## config.mk

```make
export PLATFORM = sky130hd
export DESIGN_NAME = pkt_crc_check
export DESIGN_NICKNAME = d
export VERILOG_FILES = /design/src/rtl/pkt_pkg.sv /design/src/rtl/crc8_step.sv /design/src/rtl/pkt_crc_check.sv
export SDC_FILE = /design/constraint.sdc
export NUM_CORES = 1
export LEC_CHECK = 0
export BUFFER_PORTS_ARGS = -buffer_cell sky130_fd_sc_hd__clkbuf_2
export CAP_MARGIN = 20
export CELL_PAD_IN_SITES_DETAIL_PLACEMENT = 1
export CELL_PAD_IN_SITES_GLOBAL_PLACEMENT = 1
export CORE_MARGIN = 2
export CORE_UTILIZATION = 47
export DETAILED_ROUTE_END_ITERATION = 8
export GPL_TIMING_DRIVEN = 1
export PLACE_DENSITY = 0.86
export SYNTH_ARGS = -nofsm -noshare
export SYNTH_HDL_FRONTEND = slang
export SYNTH_HIERARCHICAL = 1
export SYNTH_SLANG_ARGS = --single-unit
export TNS_END_PERCENT = 1
```

## constraint.sdc

```tcl
create_clock -name clk -period 5.4 [get_ports clk]
set_clock_uncertainty 0.1 [all_clocks]
set_input_delay 1.08 -clock clk [delete_from_list [all_inputs] [get_ports clk]]
set_output_delay 1.08 -clock clk [all_outputs]
set_load 0.01 [all_outputs]
```

## src/rtl/pkt_pkg.sv

```systemverilog
// ----------------------------------------------------------------------------
// pkt_pkg
// Shared definitions for the ingress packet CRC-8 checker. The transmit-side
// appender uses the same CRC constants and byte-step function.
//   CRC8_POLY / CRC8_INIT : CRC-8 polynomial and seed value
//   state_t               : checker FSM states
//   crc8_byte()           : advance a CRC-8 value by one byte, LSB first
// ----------------------------------------------------------------------------
package pkt_pkg;

   localparam logic [7:0] CRC8_POLY = 8'hAB;
   localparam logic [7:0] CRC8_INIT = 8'hE7;

   typedef enum logic [1:0] {
      IDLE = 2'd0,
      BODY = 2'd1,
      DROP = 2'd2
   } state_t;

   // Shift register form: the data bit enters at the LSB and the bit that
   // falls out of the MSB decides whether the polynomial is folded in.
   // There is no final XOR.
   function automatic logic [7:0] crc8_byte(input logic [7:0] crc,
                                            input logic [7:0] data);
      logic [7:0] c;
      logic       msb;
      c = crc;
      for (int i = 0; i < 8; i++) begin
         msb = c[7];
         c   = {c[6:0], data[i]};
         if (msb) c = c ^ CRC8_POLY;
      end
      return c;
   endfunction

endpackage

```

## src/rtl/crc8_step.sv

```systemverilog
// ----------------------------------------------------------------------------
// crc8_step
// Combinational one-byte CRC-8 update (poly 8'hAB, bits taken LSB first).
// Ports:
//   crc_in  [7:0]  current CRC value
//   data    [7:0]  byte to absorb
//   crc_out [7:0]  CRC value after absorbing data
// ----------------------------------------------------------------------------
module crc8_step
   import pkt_pkg::*;
(
   input  logic [7:0] crc_in,
   input  logic [7:0] data,
   output logic [7:0] crc_out
);

   assign crc_out = crc8_byte(crc_in, data);

endmodule

```

## src/rtl/pkt_crc_check.sv

```systemverilog
// ----------------------------------------------------------------------------
// pkt_crc_check
// Receive-side CRC-8 checker. Accepts framed packets whose last byte is the
// CRC-8 of all preceding bytes, forwards the payload with the CRC byte
// stripped, flags bad packets on the final payload byte and keeps saturating
// good/bad packet counters.
//
// Stream protocol: both sides are valid-only streams with no backpressure.
// A beat is transferred on every rising clk edge where *_valid is 1; *_sop,
// *_eop and *_data are meaningful only on such beats. out_err is meaningful
// only on a beat with out_eop = 1. in_valid may drop low at any point.
//
// Ports:
//   clk, reset      clock, synchronous active-high reset
//   in_valid        input byte strobe
//   in_data [7:0]   input byte
//   in_sop, in_eop  first byte / last (CRC) byte of packet
//   out_valid       payload byte strobe (one-cycle pulse per byte)
//   out_data [7:0]  payload byte
//   out_sop/out_eop first / last payload byte
//   out_err         packet bad (with out_eop)
//   pkt_ok_cnt      saturating count of good packets
//   pkt_err_cnt     saturating count of bad packets
//   dbg_state       current FSM state, for observation only
// ----------------------------------------------------------------------------
module pkt_crc_check
   import pkt_pkg::*;
#(
   parameter int MAX_LEN = 64,
   parameter int CNT_W   = 16
)
(
   input  logic             clk,
   input  logic             reset,
   input  logic             in_valid,
   input  logic [7:0]       in_data,
   input  logic             in_sop,
   input  logic             in_eop,
   output logic             out_valid,
   output logic [7:0]       out_data,
   output logic             out_sop,
   output logic             out_eop,
   output logic             out_err,
   output logic [CNT_W-1:0] pkt_ok_cnt,
   output logic [CNT_W-1:0] pkt_err_cnt,
   output state_t           dbg_state
);

   localparam int               LEN_W     = $clog2(MAX_LEN + 1);
   localparam logic [LEN_W:0]   MAX_LEN_V = (LEN_W + 1)'(MAX_LEN);
   localparam logic [CNT_W-1:0] CNT_MAX   = '1;

   state_t           state_q;
   state_t           state_d;

   // Datapath registers
   logic [7:0]       crc_q;
   logic [LEN_W-1:0] len_q;        // bytes accepted so far in this packet
   logic [7:0]       hold_data;    // most recent byte, not yet known to be payload
   logic             hold_sop;

   // Control decode
   logic             emit;         // push the held byte to out_*
   logic             emit_eop;
   logic             emit_err;
   logic             load;         // capture in_data into the hold register
   logic             seed;         // restart CRC and length from a sop byte
   logic             ok_inc;
   logic [1:0]       err_amt;      // a missing eop plus a runt sop counts twice

   logic [7:0]       crc_base;
   logic [7:0]       crc_next;
   logic [LEN_W:0]   len_inc;
   logic             len_ovf;
   logic             crc_bad;
   logic [CNT_W:0]   err_sum;

   crc8_step u_crc8_step (
      .crc_in  (crc_base),
      .data    (in_data),
      .crc_out (crc_next)
   );

   assign crc_base  = seed ? CRC8_INIT : crc_q;
   assign crc_bad   = (in_data != crc_q);
   assign len_inc   = {1'b0, len_q} + {{LEN_W{1'b0}}, 1'b1};
   // A non-final byte landing at position MAX_LEN means the CRC byte can only
   // arrive beyond MAX_LEN, so the packet is already known to be too long.
   // A final byte in BODY always fits, because len_q never exceeds MAX_LEN-1.
   assign len_ovf   = (len_inc >= MAX_LEN_V);
   assign err_sum   = {1'b0, pkt_err_cnt} + (CNT_W + 1)'(err_amt);
   assign dbg_state = state_q;

   // ---------------------------------------------------------------- state
   always_ff @(posedge clk) begin
      if (reset) state_q <= IDLE;
      else       state_q <= state_d;
   end

   // ----------------------------------------------------------- next state
   always_comb begin
      state_d = state_q;
      case (state_q)
         IDLE: begin
            if (in_valid && in_sop && !in_eop) state_d = BODY;
         end
         BODY: begin
            if (in_valid) begin
               if (in_sop)       state_d = in_eop ? IDLE : BODY;
               else if (in_eop)  state_d = IDLE;
               else if (len_ovf) state_d = DROP;
               else              state_d = BODY;
            end
         end
         DROP: begin
            if (in_valid) begin
               if (in_sop)      state_d = in_eop ? IDLE : BODY;
               else if (in_eop) state_d = IDLE;
            end
         end
         default: state_d = IDLE;
      endcase
   end

   // --------------------------------------------------------- output decode
   always_comb begin
      emit     = 1'b0;
      emit_eop = 1'b0;
      emit_err = 1'b0;
      load     = 1'b0;
      seed     = 1'b0;
      ok_inc   = 1'b0;
      err_amt  = 2'd0;
      case (state_q)
         IDLE, DROP: begin
            // DROP only reacts to a sop, which restarts exactly like IDLE.
            if (in_valid && in_sop) begin
               if (in_eop) begin
                  err_amt = 2'd1;                 // runt
               end else begin
                  load = 1'b1;
                  seed = 1'b1;
               end
            end
         end
         BODY: begin
            if (in_valid) begin
               if (in_sop) begin
                  // Previous packet lost its eop: close it as bad, then
                  // handle the new sop byte as a fresh start.
                  emit     = 1'b1;
                  emit_eop = 1'b1;
                  emit_err = 1'b1;
                  if (in_eop) begin
                     err_amt = 2'd2;
                  end else begin
                     err_amt = 2'd1;
                     load    = 1'b1;
                     seed    = 1'b1;
                  end
               end else if (in_eop) begin
                  emit     = 1'b1;
                  emit_eop = 1'b1;
                  emit_err = crc_bad;
                  ok_inc   = !crc_bad;
                  err_amt  = {1'b0, crc_bad};
               end else if (len_ovf) begin
                  emit     = 1'b1;
                  emit_eop = 1'b1;
                  emit_err = 1'b1;
                  err_amt  = 2'd1;
               end else begin
                  emit = 1'b1;
                  load = 1'b1;
               end
            end
         end
         default: ;
      endcase
   end

   // -------------------------------------------------------------- datapath
   always_ff @(posedge clk) begin
      if (reset) begin
         out_valid   <= 1'b0;
         out_data    <= 8'h00;
         out_sop     <= 1'b0;
         out_eop     <= 1'b0;
         out_err     <= 1'b0;
         crc_q       <= CRC8_INIT;
         len_q       <= '0;
         hold_data   <= 8'h00;
         hold_sop    <= 1'b0;
         pkt_ok_cnt  <= '0;
         pkt_err_cnt <= '0;
      end else begin
         out_valid <= emit;
         out_sop   <= emit & hold_sop;
         out_eop   <= emit & emit_eop;
         out_err   <= emit & emit_err;
         if (emit) out_data <= hold_data;

         if (load) begin
            hold_data <= in_data;
            hold_sop  <= seed;
            crc_q     <= crc_next;
            len_q     <= seed ? LEN_W'(1) : len_inc[LEN_W-1:0];
         end

         if (ok_inc && (pkt_ok_cnt != CNT_MAX))
            pkt_ok_cnt <= pkt_ok_cnt + 1'b1;

         if (err_sum[CNT_W]) pkt_err_cnt <= CNT_MAX;
         else                pkt_err_cnt <= err_sum[CNT_W-1:0];
      end
   end

endmodule

```

==> summary.txt <==
Run status
  – Outcome: complete, no violations

Min path
  – Hold path start: hold_data[2]
  – Hold EP: out_data[2]
  – WHS Path Cells: 2
  – Type of the worst min-delay path: flop to flop

Job
  – Max-cap violations: 0

Clock tree
  – Post-CTS sizing: 0
  – Clock Latency Late Sink: between 0.3 and 0.4 ns
  – CTS Sinks: 70
  – CTS root buffer: clkbuf_8
  – H-tree Lvls: 3
  – Post-CTS setup buffer count: 0
  – CTS tree: done
  – Num CTS Buffers: 9
  – Max Root-Sink Buffers: 2
  – Hold Buf Count CTS: 0
  – Clk slew on worst S/H paths: 0.08 ns

Placement
  – Final Wtd Congestion: between 0.8 and 0.9
  – Port Buffers: 58
  – Hpwl dp: 7352 µm

Detailed routing
  – DRC: 0
  – Iter 0 DRT Violations: 184
  – Routed wire per std cell: about 19 µm
  – Vias per cell: 5.893
  – TritonRoute pass-1 iters: 4
  – Post-route ant nets: 0
  – Total Routed Length: approximately 11000 µm
  – DR vias: ~3400

Synth
  – Top FF cell, synth: dfxtp_1
  – Syn_nets: roughly 440
  – Number of flops mapped to enable cells by yosys: 0
  – Mean Syn Cell Area: between 9 and 10 µm²
  – Async SR Flop Fraction: 0%
  – Synthesized instance count: between 400 and 500
  – Syn Std Cell Area: 3871 µm²
  – Yosys reg bits: 70
  – Yosys warnings: 6
  – Number of distinct library cells after synthesis: 64
  – Sequential fraction of the synthesis area: around 36%

Worst setup path
  – Reg2Reg Launch Point: len_q[0]
  – Critical path required time: between 5 and 6 ns
  – Crit Path Max Fanout: 20
  – Worst R2R End: pkt_err_cnt[11]
  – R2R cell count: 13
  – Arr. time, crit path: roughly 4.2 ns
  – Crit path launch type: input pin
  – Worst setup EP type: flop
  – R2R Setup Slk: around 1.5 ns
  – Crit path kind: input pin to flop

Timing
  – Final worst-path cycle share: 75.40%
  – Fmax: ~250 MHz
  – Final TNS setup: 0 ns
  – Worst-Margin Slew: approximately 1.1 ns
  – Fin. Hold Viols: 0
  – Unrepaired setup endpoints after global routing: no
  – Rel. slew slack: roughly 25%
  – Max Slew Vio Count: 0
  – Fin crit period: slightly above 4 ns
  – Final setup viols: 0

Final layout
  – Most common cell after layout, fill and taps aside: dfxtp_1
  – Layout Nets: between 400 and 500
  – Share of layout cells above drive strength 1: between 20% and 30%
  – Util after Layout: 54.45%
  – Layout area overhead: 13.83%
  – Antenna Cells: 0
  – Most frequent cells in the layout: 70 x dfxtp_1, 58 x clkbuf_2, 42 x a21oi_1
  – Fillers: ~1000

Floorplan
  – Die W: between 90 and 100 µm
  – Initial Util: between 40% and 50%
  – Die Area: ~9000 µm²
  – Core ar.: around 8000 µm²
  – Io pins: 59
  – Die H: between 90 and 100 µm
  – Num rows: 33

GRT
  – Total Routing Usage GR: roughly a quarter
  – GRT overflow: 0
  – Largest net degree at the start of global routing: 50
  – Global-route wire length before repair: around 18000 µm
  – Initial antenna violation count: 0
  – Vias in the first global route: 3461

Power
  – Lkg Pwr: roughly 1.8 nW
  – Power Dens Cells: 261.2 nW/µm²
  – Max VDD drop: 0.0001173 V
final cells by class:
| class | count | area, µm² | area share, % |
|---|---|---|---|
| multi-input cells | 320 | 2312 | 52.47 |
| repair buffers | 61 | 312.8 | 7.098 |
| clock buffers | 12 | 165.2 | 3.748 |
| clock inverters | 4 | 53.80 | 1.221 |
| well taps | 105 | 131.4 | 2.981 |
| flip-flops and latches | 70 | 1401 | 31.80 |
| inverters | 8 | 30.03 | 0.6814 |
stage by stage:
| step | hold WS (ns) | setup slack, ns | area (µm²) | power, mW | std cells |
|---|---|---|---|---|---|
| after detailed placement | 0.3497 | 1.003 | 4188 | 0.6945 | 564 |
| final | 0.3579 | 1.329 | 4407 | 1.151 | 580 |
| after global routing | 0.3824 | 0.9412 | 4407 | 1.195 | 580 |
| after CTS | 0.3614 | 1.342 | 4407 | 1.157 | 580 |
| after floorplan | 0.3294 | 1.794 | 3871 | 0.6614 | 423 |
| after global placement | 0.3389 | 1.101 | 4188 | 0.6875 | 564 |
layer usage:
metal  GRT usage, %  vias to the layer above  part of all wire [%]  wire length, µm
li1               -                     1640                     -                -
met1          33.75                     1692                    46             4894
met2          42.26                       70                    50             5332
met3          3.671                       16                   3.2              346
met4          10.87                        0                   1.7              182
met5              0                        -                     0                0
state kept, by name, summed over array words and instances, names as in the netlist:
name,cells
pkt_err_cnt,16
pkt_ok_cnt,16
crc_q,8
hold_data,8
out_data,8
len_q,7
dbg_state,2
hold_sop,1
out_eop,1
out_err,1
out_sop,1
out_valid,1
Yosys cell counts, types with 4 or more instances:
cell type | count | area (µm²)
dfxtp_1 | 70 | 1401
a21oi_1 | 42 | 210.2
nand2_1 | 35 | 131.4
nand3_1 | 35 | 175.2
xor2_1 | 19 | 166.4
nor2_1 | 18 | 67.56
clkbuf_1 | 15 | 56.30
and3_1 | 12 | 75.07
o211ai_1 | 12 | 90.09
nor2b_1 | 10 | 62.56
inv_1 | 8 | 30.03
o21ai_0 | 8 | 40.04
mux2_1 | 7 | 78.83
nor3_1 | 7 | 35.03
or2_2 | 7 | 43.79
a211o_1 | 6 | 52.55
and2_1 | 6 | 37.54
and4_1 | 6 | 52.55
nor4_2 | 6 | 75.07
a31oi_1 | 5 | 31.28
ha_1 | 5 | 62.56
nand2b_1 | 5 | 31.28
nand3b_1 | 5 | 37.54
xnor2_1 | 5 | 43.79
xnor3_1 | 5 | 112.6
xnor3_2 | 5 | 118.9
nand4_1 | 4 | 25.02
or3_1 | 4 | 25.02
worst max-delay path: stages:
cell,delay [ns]
clkbuf_2,0.31
nand2b_1,0.23
nor4_2,0.08
and3_1,0.24
o22ai_1,0.12
and3_1,0.17
ha_1,0.16
inv_1,0.06
fa_1,0.42
nand2b_1,0.20
nor4_2,0.32
nand3_1,0.46
a311oi_1,0.39
logic make-up after synthesis:
logic type,Yosys count,share of synthesized area (%)
muxes,7,2.036
xor gates and xnor gates,36,12.44
and+or+nand+nor,176,27.18
buffers and inverters,33,4.072
adders and majority gates,6,2.133
AOI/OAI and AO/OA,95,15.94
DFF,70,36.20
where the power goes:
part           internal (mW)  switching [mW]  leakage [nW]
Sequential             0.525         0.00970         0.566
Clock                  0.252           0.215         0.105
Combinational         0.0738          0.0756          1.11
worst max path at each step:
stage / start / endpoint
finish: in_sop / pkt_err_cnt[11]
global route: in_sop / pkt_err_cnt[11]
CTS: in_sop / pkt_err_cnt[11]
detailed placement: in_sop / pkt_err_cnt[11]
global placement: in_sop / pkt_err_cnt[11]
floorplan: in_data[4] / pkt_err_cnt[1]
(Power assumes the default switching activity.)
